==> src/rtl/checkers_pkg.sv <==
// Shared board geometry, scanner state encoding and square indexing for the
// checkers sensor hardware.
package checkers_pkg;

    localparam int NUM_ROWS    = 8;
    localparam int NUM_COLS    = 4;
    localparam int NUM_SQUARES = NUM_ROWS * NUM_COLS;
    localparam int ROW_W       = $clog2(NUM_ROWS);

    typedef enum logic [1:0] {
        IDLE,
        DRIVE,
        SAMPLE,
        PUBLISH
    } scan_state_t;

    function automatic int square_index(input int row, input int col);
        return row * NUM_COLS + col;
    endfunction

endpackage

==> src/rtl/square_debounce.sv <==
// One debounced occupancy bit: flips only after DEBOUNCE_SCANS consecutive
// disagreeing samples, each sample qualified by sample_en.
module square_debounce #(
    parameter int DEBOUNCE_SCANS = 4
) (
    input  logic clk,
    input  logic srst,
    input  logic sample_en,
    input  logic sample,
    output logic debounced
);

    localparam int CW = $clog2(DEBOUNCE_SCANS + 1);
    localparam logic [CW-1:0] LAST_MISS = CW'(DEBOUNCE_SCANS - 1);

    logic          debounced_reg;
    logic [CW-1:0] miss_cnt_reg;

    // The counter never holds DEBOUNCE_SCANS itself: reaching it flips and clears
    // in the same cycle, so it can never wrap.
    always_ff @(posedge clk) begin
        if (srst) begin
            debounced_reg <= 1'b0;
            miss_cnt_reg  <= '0;
        end else if (sample_en) begin
            if (sample == debounced_reg) begin
                miss_cnt_reg <= '0;
            end else if (miss_cnt_reg == LAST_MISS) begin
                debounced_reg <= ~debounced_reg;
                miss_cnt_reg  <= '0;
            end else begin
                miss_cnt_reg <= miss_cnt_reg + 1'b1;
            end
        end
    end

    assign debounced = debounced_reg;

endmodule

==> src/rtl/sensor_scanner.sv <==
// Row-scanned, per-square debounced piece sensor matrix with an atomic per-frame
// occupancy publish. Define SENSOR_ACTIVE_LOW_EN for sensors that pull low on a piece.
module sensor_scanner
    import checkers_pkg::*;
#(
    parameter int SETTLE_CYCLES  = 1000,
    parameter int DEBOUNCE_SCANS = 4
) (
    input  logic                   clock,
    input  logic                   reset,
    input  logic                   enable,
    input  logic [NUM_COLS-1:0]    col_in,
    output logic [NUM_ROWS-1:0]    row_sel,
    output logic [NUM_SQUARES-1:0] sensor_board,
    output logic                   frame_done,
    output logic                   board_changed
);

    localparam int SW = $clog2(SETTLE_CYCLES);
    localparam logic [SW-1:0]    LAST_SETTLE = SW'(SETTLE_CYCLES - 1);
    localparam logic [ROW_W-1:0] LAST_ROW    = ROW_W'(NUM_ROWS - 1);

    logic [NUM_COLS-1:0]    sync1_reg, sync2_reg;
    logic [NUM_COLS-1:0]    sample_bits;
    logic [NUM_SQUARES-1:0] deb_vec;

    scan_state_t      state_reg, state_next;
    logic [ROW_W-1:0] row_reg, row_next;
    logic [SW-1:0]    cnt_reg, cnt_next;

    always_ff @(posedge clock) begin
        if (reset) begin
            sync1_reg <= '0;
            sync2_reg <= '0;
        end else begin
            sync1_reg <= col_in;
            sync2_reg <= sync1_reg;
        end
    end

`ifdef SENSOR_ACTIVE_LOW_EN
    assign sample_bits = ~sync2_reg;
`else
    assign sample_bits = sync2_reg;
`endif

    always_ff @(posedge clock) begin
        if (reset) begin
            state_reg <= IDLE;
            row_reg   <= '0;
            cnt_reg   <= '0;
        end else begin
            state_reg <= state_next;
            row_reg   <= row_next;
            cnt_reg   <= cnt_next;
        end
    end

    // enable is only looked at in IDLE, so a started frame always runs to PUBLISH.
    always_comb begin
        state_next = state_reg;
        row_next   = row_reg;
        cnt_next   = cnt_reg;
        case (state_reg)
            IDLE: begin
                if (enable) begin
                    row_next   = '0;
                    cnt_next   = '0;
                    state_next = DRIVE;
                end
            end
            DRIVE: begin
                if (cnt_reg == LAST_SETTLE) begin
                    state_next = SAMPLE;
                end else begin
                    cnt_next = cnt_reg + 1'b1;
                end
            end
            SAMPLE: begin
                if (row_reg == LAST_ROW) begin
                    state_next = PUBLISH;
                end else begin
                    row_next   = row_reg + 1'b1;
                    cnt_next   = '0;
                    state_next = DRIVE;
                end
            end
            PUBLISH: begin
                state_next = IDLE;
            end
            default: begin
                state_next = IDLE;
            end
        endcase
    end

    always_comb begin
        row_sel = '0;
        if (state_reg == DRIVE || state_reg == SAMPLE) begin
            row_sel = NUM_ROWS'(1) << row_reg;
        end
    end

    genvar gi, gc;
    generate
        for (gi = 0; gi < NUM_ROWS; gi++) begin : g_row
            for (gc = 0; gc < NUM_COLS; gc++) begin : g_col
                square_debounce #(
                    .DEBOUNCE_SCANS(DEBOUNCE_SCANS)
                ) u_square (
                    .clk       (clock),
                    .srst      (reset),
                    .sample_en ((state_reg == SAMPLE) && (row_reg == ROW_W'(gi))),
                    .sample    (sample_bits[gc]),
                    .debounced (deb_vec[square_index(gi, gc)])
                );
            end
        end
    endgenerate

    // The whole word is loaded in one edge so readers never see a mixed frame.
    always_ff @(posedge clock) begin
        if (reset) begin
            sensor_board  <= '0;
            frame_done    <= 1'b0;
            board_changed <= 1'b0;
        end else begin
            frame_done    <= (state_reg == PUBLISH);
            board_changed <= (state_reg == PUBLISH) && (deb_vec != sensor_board);
            if (state_reg == PUBLISH) begin
                sensor_board <= deb_vec;
            end
        end
    end

endmodule

==> config.mk <==
export PLATFORM = sky130hd
export DESIGN_NAME = sensor_scanner
export DESIGN_NICKNAME = d
export VERILOG_FILES = /design/src/rtl/checkers_pkg.sv /design/src/rtl/square_debounce.sv /design/src/rtl/sensor_scanner.sv
export SDC_FILE = /design/constraint.sdc
export NUM_CORES = 1
export LEC_CHECK = 0
export ABC_AREA = 1
export CAP_MARGIN = 20
export CELL_PAD_IN_SITES_DETAIL_PLACEMENT = 0
export CELL_PAD_IN_SITES_GLOBAL_PLACEMENT = 1
export CORE_ASPECT_RATIO = 2
export CORE_MARGIN = 1.5
export CORE_UTILIZATION = 40
export CTS_BUF_LIST = sky130_fd_sc_hd__clkbuf_4
export CTS_CLUSTER_DIAMETER = 30
export DETAILED_ROUTE_END_ITERATION = 12
export GPL_TIMING_DRIVEN = 0
export PLACE_DENSITY_LB_ADDON = 0.1
export RECOVER_POWER = 100
export REMOVE_ABC_BUFFERS = 1
export SLEW_MARGIN = 40
export SYNTH_ARGS = -nofsm -noshare
export SYNTH_HDL_FRONTEND = slang
export SYNTH_HIERARCHICAL = 1
export SYNTH_SLANG_ARGS = --single-unit
==> constraint.sdc <==
create_clock -name clock -period 2.5 [get_ports clock]
set_input_delay 0.5 -clock clock [delete_from_list [all_inputs] [get_ports clock]]
set_output_delay 0.5 -clock clock [all_outputs]
set_load 0.1 [all_outputs]
==> results.cfg, run 1 <==
[critical_path]
slowest_delay_ns = 0.38
critical_path.top_delay_family = buffers and inverters
worstSetupPathType = reg -> out
critPathRequiredTime_ns = 2.00
crit_chain = inv_4 -> ha_4 -> clkinvlp_4 -> nor3_4 -> buf_12
critical_path.n_buffers_inverters = 3
arrival_ns = 2.06
critical_path.max_fanout = 6
start_kind = flop
crit_path_end_kind = output port
slowest_stage = dfxtp_4

[power_and_ir_drop]
vdd.ir_drop.worst_mv = 0.440
powerDensity_nw_per_um2 = 657
post-layout-total-power_mw = 6.89
leakage_power_total_nw = 4.34

[cells_and_area]
largest_reg_flops = 96
final_cells = 1798
layout.nets = 1554
post_route_cells_drive_above_1_share_pct = 8.65
area_growth_pct = 12.1
fillers = 2543

[timing]
worst_hold_slack_ns = 0.393
finalSetupViolCount = 6
maxSlewViolCount = 0
timing.max_slew.rel_slack_pct = 17.7
setup_repair_after_global_routing_missed_its_margin = true
clock_skew_ns = 0.0179
hold_viol_final = 0
finalWorstSetupSlack_ns = -0.0554
period_share_pct = 102
timing.fmax_ghz = 0.391
timing.final.crit_period_ns = 2.56
max_slew.worst_pin.slew_ns = 1.23
timing.setup.tns_ns = -0.176

[logic_synthesis]
postSynthAreaPerCell_um2 = 6.53
ys_ff_latch = 185
yosys_most_used_dff = dfxtp_1
syn_inst = 1431
synth_largest_area_cell = dfxtp_1
edff_count_synth = 0
post_synth_instance_area_um2 = 9350
synth_cell_type_count = 25
synth.most_common_cell = nand2_1
synthTopCellsByCount = 380 x nand2_1, 284 x inv_1, 185 x dfxtp_1, 130 x a21oi_1, 118 x nor2_1
ys_async_sr_fraction_pct = 0
ys_top_cells_by_area = dfxtp_1 40%, nand2_1 15%, inv_1 11%
synthDominantCellAreaShare_pct = 39.6
seq_area_frac_synth_pct = 39.6
yosysWarnings = 6

[cts]
max-clock-path-buffers = 2
clk-insertion-delay-late_ns = 0.61
cts_root_buf = clkbuf_4
ctsHtreeMaxLevel = 4
clkSlewWorstSetupHoldPaths_ns = 0.14
cts_buffers = 17
cts_tree = done
cts_sinks = 185

[global_route]
initial_antenna_violation_count = 1
global_route_met2_utilization_pct = 37.6
grt_util_all_layers_pct = 18.9
globalRouteOverflowTotal = 0
largest_net_degree_at_the_start_of_global_routing = 63
grtUsageMet1_pct = 18.9
grt_first_pass_wirelength_mm = 36.9
grt_busiest_layer = met2
grt_pass1_vias = 8140
met3_usage_pct = 3.76

[die]
io-pin-count = 49
die_w_um = 111
core.rowCount = 79
start_util_pct = 40.4
placeableCoreArea_um2 = 23100
die_height_um = 219
overall_die_area_um2 = 24400

[place]
place.detailed.hpwl_mm = 16.0
post-place-cells = 1761
place.gp.congestion = 0.794
port_buffers = 48

[route]
drt-initial-drc-count = 359
vias_per_cell = 4.81
first_pass_iters = 4
post_drt_wl_per_cell_um = 12.4
drt.antenna.violating_nets = 0
drc_errors = 0
wirelength_mm = 22.3
routed-via-count = 8655

[outcome]
run_status = finished, violations left
violated_checks = negative setup slack

[job]
timing.max_cap.violations = 0

[hold_path]
hold_path_class = in -> reg
## cell usage in the layout (no fill, tap or decap), types with 2 or more instances in the layout
cell / n
a21oi_1: 130
buf_12: 5
buf_2: 2
buf_4: 9
buf_6: 3
bufinv_16: 2
clkbuf_1: 3
clkbuf_2: 39
clkbuf_4: 19
clkdlybuf4s50_1: 4
clkinv_1: 10
clkinv_2: 5
clkinvlp_4: 2
dfxtp_1: 178
dfxtp_2: 4
dfxtp_4: 3
ha_1: 44
inv_1: 295
inv_2: 16
inv_4: 3
nand2_1: 380
nand3_1: 78
nand4_1: 31
nor2_1: 118
nor2_2: 3
nor3_1: 5
nor3_2: 5
nor3_4: 5
o21ai_0: 76
o21ai_1: 23
o21bai_1: 3
xor2_1: 3
## what timing repair did
action,CTS,global route
setup buffers,3,2
pin swaps,3,0
hold buffers,0,0
endpoints found under the setup margin,8,7
resized for setup,45,1
## area by class of cell
| cell class | count | area, um2 | share of cell area (%) |
|---|---|---|---|
| Clock inverter | 13 | 111 | 1.06 |
| Multi-Input combinational cell | 911 | 4470 | 42.6 |
| Antenna cell | 1 | 2.50 | 0.0239 |
| Inverter | 320 | 1210 | 11.6 |
| Sequential cell | 185 | 3720 | 35.5 |
| Clock buffer | 18 | 135 | 1.29 |
| Timing Repair Buffer | 67 | 475 | 4.54 |
| Tap cell | 283 | 354 | 3.38 |
## path summary, 6_finish.rpt
path / start / end / slack [ns] / depth (start not counted)
setup / recovery: state_reg[1]$_SDFFE_PP0P_ / row_sel[6] / -0.06 / 5
hold / removal: col_in[3] / sync1_reg[3]$_SDFF_PP0_ / 0.39 / 3
setup reg to reg: state_reg[0]$_SDFFE_PP0P_ / g_row[0].g_col[1].u_square/debounced$_SDFFE_PP0P_ / 0.09 / 11
hold reg to reg: sync1_reg[0]$_SDFF_PP0_ / sample_bits[0]$_SDFF_PP0_ / 0.41 / 2
## report_power, final
| group | total (mW) | internal [mW] | switching (mW) | leakage (nW) |
|---|---|---|---|---|
| clock | 1.58 | 0.573 | 1.01 | 0.139 |
| combinational | 2.07 | 0.507 | 1.57 | 2.71 |
| sequential | 3.23 | 3.09 | 0.139 | 1.50 |
| total | 6.89 | 4.17 | 2.72 | 4.34 |
## metrics by stage
step / utilization, % / worst slack (ns) / area [um2]
after global routing: 45.3 / -0.168 / 10500
after detailed placement: 43.7 / 0.0321 / 10100
final: 45.3 / -0.0554 / 10500
after CTS: 45.5 / -0.149 / 10500
after global placement: 43.8 / -5.29 / 10100
after floorplan: - / -0.949 / 9290
## kinds of logic (layout without fill, tap and decap cells)
logic type | Yosys count | after routing | share of synthesized area, %
xor+xnor | 3 | 3 | 0.281
compound gates | 232 | 232 | 12.5
fa+ha+maj | 45 | 45 | 6.02
other cells | 0 | 1 | 0
simple gates | 631 | 631 | 28.1
flops | 185 | 185 | 39.6
buf+inv | 335 | 418 | 13.5
## layer usage
layer	part of all wire (%)	wire, um	up-vias
met3	2.4	543	33
met4	2.8	631	0
li1	-	-	4597
met1	40	9030	3943
met5	0	0	-
met2	54	12100	82
## worst min-delay path: stages
cell             delay (ns)
clkdlybuf4s50_1        0.39
inv_1                  0.05
nor2_1                 0.03
Note: power is estimated with default switching activity, not from simulation.
==> run 2: changes to the inputs <==
Settings changed: CORE_MARGIN 1.5 to 4.
==> run 2 against run 1 <==
Effect of this change:
- the run ends with max-capacitance violations, max-slew violations left
- critical path depth stayed put
- non-clock buffer count unchanged
- register-to-register slack improved by 0.16 ns
- clock power up 11%
- via count decreased by 0.92%
- global-route usage is 1.2 points lower
- critical path type unchanged
==> results.cfg, run 2 (synthesized netlist as in run 1, its figures left out) <==
[die]
die_w_um = 116
io-pin-count = 49
start_util_pct = 40.9
overall_die_area_um2 = 26000
core.rowCount = 78
die_height_um = 224
placeableCoreArea_um2 = 22800

[cells_and_area]
area_growth_pct = 12.1
most_used_cells_in_the_layout_excluding_fill_and_tap_cells = 380 x nand2_1, 295 x inv_1, 178 x dfxtp_1
fillers = 2485
post_route_cells_drive_above_1_share_pct = 9.04
layout.nets = 1554
final_cells = 1796
largest_reg_flops = 96
most_common_cell_after_layout_fill_and_taps_aside = nand2_1

[global_route]
globalRouteOverflowTotal = 0
grt_pass1_vias = 8175
grt_util_all_layers_pct = 17.8
initial_antenna_violation_count = 1
largest_net_degree_at_the_start_of_global_routing = 74
grt_first_pass_wirelength_mm = 37.0

[place]
post-place-cells = 1760
place.gp.congestion = 0.811
port_buffers = 48
place.detailed.hpwl_mm = 15.7

[power_and_ir_drop]
p_seq_share_pct = 46.0
total_switching_power_mw = 2.71
powerDensity_nw_per_um2 = 669
internal-power_mw = 4.29
vdd.ir_drop.worst_mv = 0.833
switching_share_pct = 38.7
fraction_of_power_consumed_by_combinational_cells_pct = 28.9
post-layout-total-power_mw = 7.01
clockPowerShare_pct = 25.1
leakage_power_total_nw = 4.34

[critical_path]
critPathRequiredTime_ns = 2.00
critical_path.max_fanout = 6
arrival_ns = 1.90
worstSetupPathType = reg -> out
start_kind = flop
crit_path_end_kind = output port
ff2ff_setup_slack_ns = 0.25

[timing]
maxSlewViolCount = 74
setup_repair_after_global_routing_missed_its_margin = false
timing.fmax_ghz = 0.417
timing.max_slew.rel_slack_pct = -14.4
max_slew.worst_pin.slew_ns = 1.72
period_share_pct = 96.0
clock_skew_ns = 0.0132
hold_viol_final = 0
worst_hold_slack_ns = 0.375
finalSetupViolCount = 0
timing.final.crit_period_ns = 2.40

[cts]
clkSlewWorstSetupHoldPaths_ns = 0.14
clk-insertion-delay-late_ns = 0.62
cts_sinks = 185
cts_buffers = 17
postCtsHoldBufs = 0
ctsHtreeMaxLevel = 4
max-clock-path-buffers = 2
cts_root_buf = clkbuf_4
cts_tree = done

[hold_path]
hold_path_class = in -> reg

[outcome]
violated_checks = max-capacitance violations, max-slew violations
run_status = finished, violations left

[route]
drt-initial-drc-count = 378
vias_per_cell = 4.77
first_pass_iters = 5
drt.antenna.violating_nets = 0
wirelength_mm = 22.0
drc_errors = 0
routed-via-count = 8575
post_drt_wl_per_cell_um = 12.2

[job]
timing.max_cap.violations = 1
-- run 2: changes by cell type in the layout (fill, tap and decap cells not counted), sizes merged --
cell / change
buf: +2
bufinv: +1
clkbuf: +1
clkdlybuf4s50: +1
clkinv: -7
clkinvlp: +1
dlygate4sd3: -1
inv: +3
-- run 2: through the flow --
stage	cell area [um2]	utilization [%]	setup WS (ns)	TNS [ns]
after floorplan	9290	-	-0.949	-5.63
after global placement	10100	44.3	-5.28	-573.15
after detailed placement	10100	44.3	0.276	0
after CTS	10500	46.0	0.00759	0
after global routing	10500	45.9	0.00186	0
final	10500	45.9	0.101	0
-- run 2: path summary, 6_finish.rpt --
path	startpoint	end	cells past startpoint
setup reg to reg	state_reg[0]$_SDFFE_PP0P_	g_row[4].g_col[1].u_square/debounced$_SDFFE_PP0P_	10
hold reg to reg	sync1_reg[2]$_SDFF_PP0_	sample_bits[2]$_SDFF_PP0_	2
hold / removal	col_in[1]	sync1_reg[1]$_SDFF_PP0_	3
setup / recovery	state_reg[1]$_SDFFE_PP0P_	row_sel[6]	5
-- run 2: layer usage --
layer	track usage, %	wire length, um	vias up
met5	0	0	-
met4	6.26	490	0
met3	3.57	556	25
met2	33.2	11700	91
met1	19.3	9250	3876
li1	-	-	4583
-- run 2: layout make-up --
| cell class | count | area (um2) | area share, % |
|---|---|---|---|
| inverter | 320 | 1210 | 11.6 |
| clock inverter | 11 | 129 | 1.23 |
| antenna | 1 | 2.50 | 0.0239 |
| multi-input combinational | 911 | 4460 | 42.6 |
| clock buffer | 21 | 158 | 1.50 |
| sequential | 185 | 3720 | 35.5 |
| tap | 280 | 350 | 3.34 |
| timing repair buffer | 67 | 444 | 4.24 |
-- run 2: critical path: stages (launching register included) --
cell and delay, ns:
dfxtp_4 0.39, clkinvlp_4 0.11, ha_4 0.30, inv_4 0.06
nor3_4 0.18, buf_6 0.24
-- run 2: repair_timing --
item                                   CTS  global route
setup endpoints to repair                8             7
pin swaps                                0             3
setup buffers                            2             1
gates resized for setup                 29             4
endpoints found under the hold margin    0             0
-- run 2: power by group through the flow --
stage / sequential (mW) / clock (mW) / combinational [mW]
floorplan: 3.82 / 0 / 0.906
global placement: 3.29 / 0 / 1.99
detailed placement: 3.30 / 0 / 1.93
CTS: 3.24 / 1.85 / 2.04
global route: 3.25 / 1.95 / 2.23
finish: 3.22 / 1.76 / 2.03
==> run 3: changes to the inputs <==
Settings changed: GPL_TIMING_DRIVEN 0 to not set.
==> run 3 against run 2 <==
Effect of this change:
- the run still ends with max-capacitance violations, max-slew violations left
- global-route usage rose by 0.18 points
- via count decreased by 0.77%
- clock skew grew 0.0022 ns
==> results.cfg, run 3 (synthesized netlist as in run 1, its figures left out) <==
[cells_and_area]
ff_latch_area_um2 = 3710
layout.nets = 1550
multi_input_comb_area_um2 = 4450
most_common_cell_after_layout_fill_and_taps_aside = nand2_1
largest_reg_flops = 96
postLayoutCoreUtil_pct = 45.3
most_used_cells_in_the_layout_excluding_fill_and_tap_cells = 381 x nand2_1, 306 x inv_1, 181 x dfxtp_1
area_growth_pct = 10.7
post_route_cells_drive_above_1_share_pct = 7.10
fillers = 2538

[critical_path]
start_kind = flop
arrival_ns = 1.84
critical_path.top_delay_family = buffers and inverters
worstSetupPathType = reg -> out
slowest_stage = dfxtp_2
critical_path.max_fanout = 6
reg2reg_from = state_reg[0]$_SDFFE_PP0P_
crit_path_end_kind = output port
slowest_delay_ns = 0.37
critPathRequiredTime_ns = 2.00
critical_path.n_buffers_inverters = 3
timing.rr.end = g_row[7].g_col[2].u_square/debounced$_SDFFE_PP0P_
ff2ff_setup_slack_ns = 0.24
r2r.worst_path.cells = 8
crit_chain = inv_1 -> ha_4 -> inv_4 -> nor3_4 -> buf_6

[route]
wirelength_mm = 22.2
post_drt_wl_per_cell_um = 12.4
first_pass_iters = 6
vias_per_cell = 4.76
drt.antenna.violating_nets = 0
drc_errors = 0
drt-initial-drc-count = 382
routed-via-count = 8509

[cts]
cts_root_buf = clkbuf_4
postCtsHoldBufs = 0
ctsHtreeMaxLevel = 4
max-clock-path-buffers = 2
clkSlewWorstSetupHoldPaths_ns = 0.14
clk-insertion-delay-late_ns = 0.60
cts_buffers = 17
cts_sinks = 185
cts_tree = done

[die]
die_w_um = 116
overall_die_area_um2 = 26000
core.rowCount = 78
die_height_um = 224
placeableCoreArea_um2 = 22800
io-pin-count = 49
start_util_pct = 40.9

[timing]
period_share_pct = 93.6
max_slew.worst_pin.slew_ns = 1.87
maxSlewViolCount = 83
clock_skew_ns = 0.0154
hold_viol_final = 0
setup_repair_after_global_routing_missed_its_margin = false
timing.max_slew.rel_slack_pct = -24.9
finalSetupViolCount = 0
timing.setup.tns_ns = 0
timing.fmax_ghz = 0.427
timing.final.crit_period_ns = 2.34

[hold_path]
min-delay-start = reset
hold_path_class = in -> reg
timing.hold.worst_endpoint = g_row[3].g_col[0].u_square/miss_cnt_reg[1]$_SDFFE_PP0P_
hold_depth = 2

[global_route]
initial_antenna_violation_count = 1
grt_pass1_vias = 8143
globalRouteOverflowTotal = 0
grt_util_all_layers_pct = 17.9
largest_net_degree_at_the_start_of_global_routing = 83
grt_first_pass_wirelength_mm = 37.3

[power_and_ir_drop]
vdd.ir_drop.worst_mv = 0.748
powerDensity_nw_per_um2 = 656
leakage_power_total_nw = 4.31

[outcome]
run_status = finished, violations left
violated_checks = max-capacitance violations, max-slew violations

[place]
port_buffers = 48
place.gp.congestion = 0.805
place.detailed.hpwl_mm = 16.0

[job]
timing.max_cap.violations = 1
## run 3: changes by cell type in the layout (fill, tap and decap cells not counted), sizes merged
cell / previous run / this run
clkinvlp: 3 / 0
buf: 21 / 13
clkbuf: 62 / 65
inv: 317 / 318
bufinv: 3 / 2
## run 3: what timing repair did
| item | in CTS | in global routing |
|---|---|---|
| hold endpoints to repair | 0 | 0 |
| setup endpoints to repair | 7 | 7 |
| pin swaps | 4 | 0 |
| gates resized for setup | 11 | 11 |
| buffers inserted | 0 | 0 |
## run 3: area by class of cell
cell class,instances,share of cell area [%]
antenna,1,0.0242
clock buffer,20,1.45
clock inverter,8,0.798
inverter,320,11.7
multi-input combinational,911,43.0
sequential,185,35.9
tap,280,3.39
timing repair buffer,63,3.82
## run 3: layer usage
| metal | part of all wire, % | vias to the layer above | GRT usage, % |
|---|---|---|---|
| li1 | - | 4561 | - |
| met1 | 41 | 3862 | 19.2 |
| met2 | 55 | 66 | 34.2 |
| met3 | 2.4 | 20 | 3.97 |
| met4 | 1.6 | 0 | 5.21 |
| met5 | 0 | - | 0 |
## run 3: power breakdown
| group | total [mW] | switching (mW) | leakage, nW | internal, mW |
|---|---|---|---|---|
| logic | 2.00 | 1.55 | 2.68 | 0.453 |
| clock network | 1.56 | 0.970 | 0.130 | 0.586 |
| registers | 3.22 | 0.137 | 1.50 | 3.09 |
## run 3: through the flow
stage                     instance area (um2)  power [mW]  hold slack (ns)  std cells  setup WS, ns
after floorplan                          9290        4.73            0.388       1416        -0.949
after global placement                  10300        5.33            0.391       1759         0.451
after detailed placement                10300        5.33            0.394       1759         0.450
after CTS                               10500        6.96            0.167       1787     -0.000923
after global routing                    10300        7.23            0.179       1788       0.00747
final                                   10300        6.78            0.239       1788         0.159
## run 3: how the worst max path moves through the flow
stage	slack, ns	startpoint	end	cells after the start
CTS	-0.0009	state_reg[0]$_SDFFE_PP0P_	row_sel[1]	5
global placement	0.45	row_reg[2]$_SDFFE_PP0P_	g_row[3].g_col[0].u_square/debounced$_SDFFE_PP0P_	8
finish	0.16	state_reg[1]$_SDFFE_PP0P_	row_sel[5]	5
detailed placement	0.45	row_reg[2]$_SDFFE_PP0P_	g_row[3].g_col[1].u_square/debounced$_SDFFE_PP0P_	8
floorplan	-0.95	state_reg[0]$_SDFFE_PP0P_	row_sel[0]	4
global route	0.007	state_reg[1]$_SDFFE_PP0P_	row_sel[5]	5
## run 3: worst reg2reg max path, cell delays in order, from the launching register on
cell      delay [ns]
dfxtp_4         0.38
inv_1           0.15
ha_1            0.27
nand2_1         0.14
inv_1           0.07
clkbuf_1        0.76
nand4_1         0.17
nand2_1         0.11
nor2_1          0.04
